$ cat src/rtl/mips_pkg.sv
// Shared definitions for the MIPS control-side helper blocks.
//
// Contents:
//   state_e            - syscall/run-control state (run, paused, halted)
//   SYSCALL_HALT_CODE  - default $v0 value that makes SYSCALL halt the core
package mips_pkg;

  typedef enum logic [1:0] {
    StRun   = 2'b00,
    StPause = 2'b01,
    StHalt  = 2'b10
  } state_e;

  localparam int unsigned SYSCALL_HALT_CODE = 10;

endpackage

$ cat src/rtl/sat_counter.sv
// Saturating up-counter used for run statistics.
//
// Parameters:
//   CNT_W  - counter width; the count sticks at 2^CNT_W-1 instead of wrapping
// Ports:
//   clk    in  rising-edge clock
//   rst_n  in  asynchronous active-low reset, clears the count
//   inc    in  count one event this cycle
//   count  out current count (registered)
module sat_counter #(
  parameter int unsigned CNT_W = 16
) (
  input  logic             clk,
  input  logic             rst_n,
  input  logic             inc,
  output logic [CNT_W-1:0] count
);

  logic [CNT_W-1:0] count_q, count_d;
  logic             at_max;

  assign at_max = &count_q;

  always_comb begin
    count_d = count_q;
    if (inc && !at_max) begin
      count_d = count_q + 1'b1;
    end
  end

  always_ff @(posedge clk or negedge rst_n) begin
    if (!rst_n) begin
      count_q <= '0;
    end else begin
      count_q <= count_d;
    end
  end

  assign count = count_q;

endmodule

$ cat src/rtl/syscall_stat_unit.sv
// SYSCALL side-effect executor and run-statistics block.
//
// Samples the control bits of the instruction retiring each cycle. A SYSCALL with
// $v0 == HALT_CODE halts the core until reset; any other SYSCALL latches $a0 onto
// the display outputs. Saturating counters record cycles spent running, jumps,
// conditional branches and taken branches. stall freezes PC/fetch whenever the
// unit is not in the run state.
//
// Build option:
//   SYSCALL_PAUSE_EN  when defined, a display SYSCALL also pauses the core until a
//                     rising edge of go; when undefined go is unused, the pause state
//                     is unreachable and stall equals halt.
//
// Parameters:
//   CNT_W      width of every statistics counter
//   HALT_CODE  $v0 value that makes SYSCALL halt
// Ports:
//   clk, rst_n                    clock, asynchronous active-low reset
//   instr_valid                   an instruction retires this cycle
//   IsSyscall, Jump, IsJR, Branch decoded control bits of the retiring instruction
//   branch_taken                  branch condition resolved true
//   v0, a0                        current $v0 / $a0 register values
//   go                            resume button (synchronous level)
//   stall, halt                   run-control outputs decoded from the state register
//   disp_data, disp_valid         last displayed $a0 and its one-cycle update pulse
//   cycle_cnt, jump_cnt,
//   branch_cnt, taken_cnt         saturating statistics
module syscall_stat_unit
  import mips_pkg::*;
#(
  parameter int unsigned CNT_W     = 16,
  parameter int unsigned HALT_CODE = SYSCALL_HALT_CODE
) (
  input  logic             clk,
  input  logic             rst_n,
  input  logic             instr_valid,
  input  logic             IsSyscall,
  input  logic             Jump,
  input  logic             IsJR,
  input  logic             Branch,
  input  logic             branch_taken,
  input  logic [31:0]      v0,
  input  logic [31:0]      a0,
  input  logic             go,
  output logic             stall,
  output logic             halt,
  output logic [31:0]      disp_data,
  output logic             disp_valid,
  output logic [CNT_W-1:0] cycle_cnt,
  output logic [CNT_W-1:0] jump_cnt,
  output logic [CNT_W-1:0] branch_cnt,
  output logic [CNT_W-1:0] taken_cnt
);

  state_e state_q, state_d;

  logic        running;
  logic        retire;
  logic        syscall_fire;
  logic        halt_req;
  logic        display_fire;
  logic        go_rise;

  logic [31:0] disp_data_q, disp_data_d;
  logic        disp_valid_q, disp_valid_d;

  // ---------------------------------------------------------------------------
  // Retire qualification
  // ---------------------------------------------------------------------------
  // Control bits only count while running; anything presented during pause or
  // halt belongs to a frozen pipeline and is dropped.
  assign running      = (state_q == StRun);
  assign retire       = instr_valid & running;
  assign syscall_fire = retire & IsSyscall;
  assign halt_req     = (v0 == 32'(HALT_CODE));
  assign display_fire = syscall_fire & ~halt_req;

  // ---------------------------------------------------------------------------
  // Resume button edge detect (pause build only)
  // ---------------------------------------------------------------------------
`ifdef SYSCALL_PAUSE_EN
  localparam state_e DisplayNext = StPause;

  logic go_q;

  always_ff @(posedge clk or negedge rst_n) begin
    if (!rst_n) begin
      go_q <= 1'b0;
    end else begin
      go_q <= go;
    end
  end

  // Only acted on in the pause state, so an edge that lines up with the
  // pausing SYSCALL (still in run) is dropped.
  assign go_rise = go & ~go_q;
`else
  localparam state_e DisplayNext = StRun;

  logic unused_go;

  assign unused_go = go;
  assign go_rise   = 1'b0;
`endif

  // ---------------------------------------------------------------------------
  // Run-control FSM: state register
  // ---------------------------------------------------------------------------
  always_ff @(posedge clk or negedge rst_n) begin
    if (!rst_n) begin
      state_q <= StRun;
    end else begin
      state_q <= state_d;
    end
  end

  // ---------------------------------------------------------------------------
  // Run-control FSM: next state
  // ---------------------------------------------------------------------------
  always_comb begin
    state_d = state_q;
    unique case (state_q)
      StRun: begin
        if (syscall_fire) begin
          state_d = halt_req ? StHalt : DisplayNext;
        end
      end
      StPause: begin
        if (go_rise) begin
          state_d = StRun;
        end
      end
      // Halt is left only through reset.
      StHalt:  state_d = StHalt;
      default: state_d = StRun;
    endcase
  end

  // ---------------------------------------------------------------------------
  // Run-control FSM: outputs (pure decode of the state register)
  // ---------------------------------------------------------------------------
  always_comb begin
    stall = 1'b1;
    halt  = 1'b0;
    unique case (state_q)
      StRun:   stall = 1'b0;
      StPause: stall = 1'b1;
      StHalt:  halt  = 1'b1;
      default: stall = 1'b1;
    endcase
  end

  // ---------------------------------------------------------------------------
  // Display latch
  // ---------------------------------------------------------------------------
  always_comb begin
    disp_data_d  = disp_data_q;
    disp_valid_d = display_fire;
    if (display_fire) begin
      disp_data_d = a0;
    end
  end

  always_ff @(posedge clk or negedge rst_n) begin
    if (!rst_n) begin
      disp_data_q  <= '0;
      disp_valid_q <= 1'b0;
    end else begin
      disp_data_q  <= disp_data_d;
      disp_valid_q <= disp_valid_d;
    end
  end

  assign disp_data  = disp_data_q;
  assign disp_valid = disp_valid_q;

  // ---------------------------------------------------------------------------
  // Statistics
  // ---------------------------------------------------------------------------
  logic inc_cycle, inc_jump, inc_branch, inc_taken;

  // The SYSCALL cycle itself is a run cycle, so it is counted.
  assign inc_cycle  = running;
  assign inc_jump   = retire & (Jump | IsJR);
  assign inc_branch = retire & Branch;
  assign inc_taken  = retire & Branch & branch_taken;

  sat_counter #(
    .CNT_W (CNT_W)
  ) u_cycle_cnt (
    .clk   (clk),
    .rst_n (rst_n),
    .inc   (inc_cycle),
    .count (cycle_cnt)
  );

  sat_counter #(
    .CNT_W (CNT_W)
  ) u_jump_cnt (
    .clk   (clk),
    .rst_n (rst_n),
    .inc   (inc_jump),
    .count (jump_cnt)
  );

  sat_counter #(
    .CNT_W (CNT_W)
  ) u_branch_cnt (
    .clk   (clk),
    .rst_n (rst_n),
    .inc   (inc_branch),
    .count (branch_cnt)
  );

  sat_counter #(
    .CNT_W (CNT_W)
  ) u_taken_cnt (
    .clk   (clk),
    .rst_n (rst_n),
    .inc   (inc_taken),
    .count (taken_cnt)
  );

endmodule

$ cat config.mk
export PLATFORM = sky130hd
export DESIGN_NAME = syscall_stat_unit
export DESIGN_NICKNAME = d
export VERILOG_FILES = /design/src/rtl/mips_pkg.sv /design/src/rtl/sat_counter.sv /design/src/rtl/syscall_stat_unit.sv
export SDC_FILE = /design/constraint.sdc
export NUM_CORES = 1
export LEC_CHECK = 0
export BUFFER_PORTS_ARGS = -buffer_cell sky130_fd_sc_hd__buf_4
export CORE_ASPECT_RATIO = 0.5
export CORE_MARGIN = 2
export CORE_UTILIZATION = 50
export CTS_BUF_LIST = sky130_fd_sc_hd__clkbuf_8
export DETAILED_ROUTE_END_ITERATION = 16
export PLACE_DENSITY = 0.81
export SKIP_LAST_GASP = 1
export SYNTH_ARGS = -nofsm -noshare
export SYNTH_HDL_FRONTEND = slang
export SYNTH_SLANG_ARGS = --single-unit
$ cat constraint.sdc
create_clock -name clk -period 2.1 [get_ports clk]
set_clock_uncertainty 0.15 [all_clocks]
set_input_delay 0.105 -clock clk [delete_from_list [all_inputs] [get_ports clk]]
set_output_delay 0.105 -clock clk [all_outputs]
set_load 0.01 [all_outputs]
==> impl_results.md <==
- Status: completed
- Vias: 3789
- CTS tree: built
- Drt pass-1 iters: 4
- Total Neg Setup Slack: 0 ns
- Final period utilization: about 93%
- Peak supply drop: 0.000324 V
- Pleak: 3.39 nW
- Max-Cap Viols: 0
- H-tree depth: 3
- Post-synth net total: 445
- Cells after synthesis: 368
- Sequential fraction of the synthesis area: a little over half
- Clock Path Buffers: 2
- Max incr delay on CP: 0.43 ns
- CP max stage cell: dfrtp_1
- Global-route total usage across every layer: 24.2%
- Slew @ Worst Pin: 0.503 ns
- Hold Fails Final Rpt: 0
- FILL cells: 593
- GPL Wtd Cong: 0.836
- Die height: 71.2 um
- Iter 0 DRT Violations: roughly 260
- Power density cells: 571 nW/um2
- DP HPWL: about 8000 um
- Std-Cell Rows: 24
- Layout cells sized above 1: 42.5%
- I/O Pins: 172
- Clock Latency Late Sink: between 0.3 and 0.4 ns
- Syn Area/Cell: roughly 12 um2
- Max-slew headroom: 66.4%
- Vias per cell: 5.32
- First-pass GRT wire length: 18800 um
- Crit path cell chain: ha_1 -> nand3_1 -> and4bb_2 -> nor2_1 -> mux2_2
- Commonest non-fill, non-tap cells in the layout: 182 x buf_4, 98 x dfrtp_1, 39 x mux2_2, 35 x dlygate4sd3_1, 29 x xor2_1
- Async SR Flop Fraction: 100%
- Total number of yosys warnings: 0
- Synth cell types: 45
- Final setup fails: 0
- #FFs+latches synth: 98
- Critical path class: flop to flop
- IO buf count: 170
- Area Overhead vs Synth: 46.7%
- DRC: 0
- Die Area: 9840 um2
- Hold WC Path Type: primary input to flop
- Vias in the first global route: 3691
- Minimum clock period: 1.95 ns
- Total routed wirelength: 11800 um
- DR WL/cell: 16.5 um
- Area of the multi-input gates: 1980 um2
- Max FO, Critical Path: 9
- Total grt overflow: 0
- ANT cells: 0
- Power, Total: roughly 0.0038 W
- Initial antenna violation count: 0
- Largest net degree at the start of global routing: 41
- Die Wd: 138 um
- Critical path capture point type: flop
- CORE AREA: around 9000 um2
- Worst path arrival time: ~2.1 ns
- Max Fclk: 0.514 GHz
- Reg area: 2450 um2
- Nets: 668
- Initial core utilization: 51.6%
- Number of flops mapped to enable cells by yosys: 0
- CP required: approximately 2.2 ns
- Synth Flop Type: dfrtp_1
- Commonest non-fill, non-tap cell in the layout: buf_4
- Worst-path clk slew: 0.09 ns
- Startpoint Class: flop
- Antenna viol nets, final: 0
- CTS buffer count: 9
- Root Driver: clkbuf_8
- Slew Viols, Final: 0
- Mapped cell area: between 4000 and 5000 um2
- Clk sinks: 98
- Post-CTS sizing: 0
- Unrepaired setup endpoints after global routing: no
layer usage:
metal / global-route usage, % / part of all wire, %
met1: 30.0 / 41
met2: 41.6 / 52
met3: 6.70 / 4.6
met4: 8.73 / 2.3
met5: 0 / 0
cell usage after synthesis (all sizes together), types with 2 or more instances:
library cell   n  area [um2]
a211oi         3        22.5
a21oi          8        40.0
a31oi          3        18.8
a41oi          2        17.5
and2           4        25.0
and3           4        25.0
and4           5        43.8
buf            6        32.5
dfrtp         98        2450
ha             4        50.1
inv           10        37.5
mux2          39         439
mux2i          2        20.0
nand2         10        37.5
nand2b         5        31.3
nand3         19        95.1
nand4         20         131
nor2          16        60.1
nor3          14        90.1
nor3b          2        15.0
nor4          15         130
nor4b          2        17.5
o2111ai        3        26.3
o211ai         5        37.5
o21ai          5        28.8
or3            2        12.5
or4            3        26.3
xnor2         21         184
xor2          29         254
cell families (layout without fill, tap and decap cells):
family | Yosys count | count (layout) | share of synthesized area, %
xor gates and xnor gates | 50 | 50 | 9.71
adders and majority gates | 4 | 4 | 1.11
muxes | 41 | 41 | 10.2
buffers and inverters | 17 | 244 | 1.64
AOI/OAI and AO/OA | 32 | 32 | 4.97
DFF | 98 | 98 | 54.4
and+or+nand+nor | 126 | 126 | 18.0
final timing paths:
path                                                    from  cells after the start                                end  slack (ns)
max                        u_branch_cnt.count[0]$_DFFE_PN0P_                      5  u_branch_cnt.count[1]$_DFFE_PN0P_        0.15
min                                                   Branch                      4  u_branch_cnt.count[2]$_DFFE_PN0P_        0.08
max reg2reg                u_branch_cnt.count[0]$_DFFE_PN0P_                      5  u_branch_cnt.count[1]$_DFFE_PN0P_        0.15
min reg2reg                 u_cycle_cnt.count[7]$_DFFE_PN0P_                      1   u_cycle_cnt.count[7]$_DFFE_PN0P_        0.34
max in group asynchronous                              rst_n                      3   u_taken_cnt.count[1]$_DFFE_PN0P_        1.14
min in group asynchronous                              rst_n                      2  u_branch_cnt.count[0]$_DFFE_PN0P_        0.09
report_power, final:
| group | total (W) | internal (W) | switching, W |
|---|---|---|---|
| sequential | 0.00197 | 0.00193 | 0.0000388 |
| combinational | 0.000346 | 0.000211 | 0.000135 |
| clock | 0.00147 | 0.000815 | 0.000652 |
repair_timing:
action | in CTS | in global routing
setup buffers | 0 | 0
hold buffers | 35 | 0
hold endpoints to repair | 131 | 0
registers in the layout, summed over array words and instances, names as in the netlist:
signal              flops
disp_data              32
disp_valid              1
state_q                 1
u_branch_cnt.count     16
u_cycle_cnt.count      16
u_jump_cnt.count       16
u_taken_cnt.count      16
worst max-delay path: cells and delay by family (launching register included):
family | cells | cell delay, ns
and+or+nand+nor | 3 | 0.67
adders and majority gates | 1 | 0.24
muxes | 1 | 0.36
DFF | 1 | 0.43
layout make-up:
class                   count  area share, %
clock inverters             5           1.55
inverters                  10          0.567
repair buffers            219           26.5
multi-input cells         253           30.0
clock buffers              10           2.08
well taps                 117           2.21
flip-flops and latches     98           37.1
through the flow:
step	cells	util [%]	hold WS (ns)	setup slack, ns	area [um2]
final	712	75.7	0.0780	0.153	6620
after global routing	712	75.7	0.0820	0.0277	6620
after global placement	662	69.0	-0.0586	0.198	6030
after detailed placement	662	69.0	-0.0560	0.114	6030
after floorplan	368	-	-0.341	0.164	4510
after CTS	712	75.7	0.0603	0.158	6620
(Power assumes the default switching activity.)
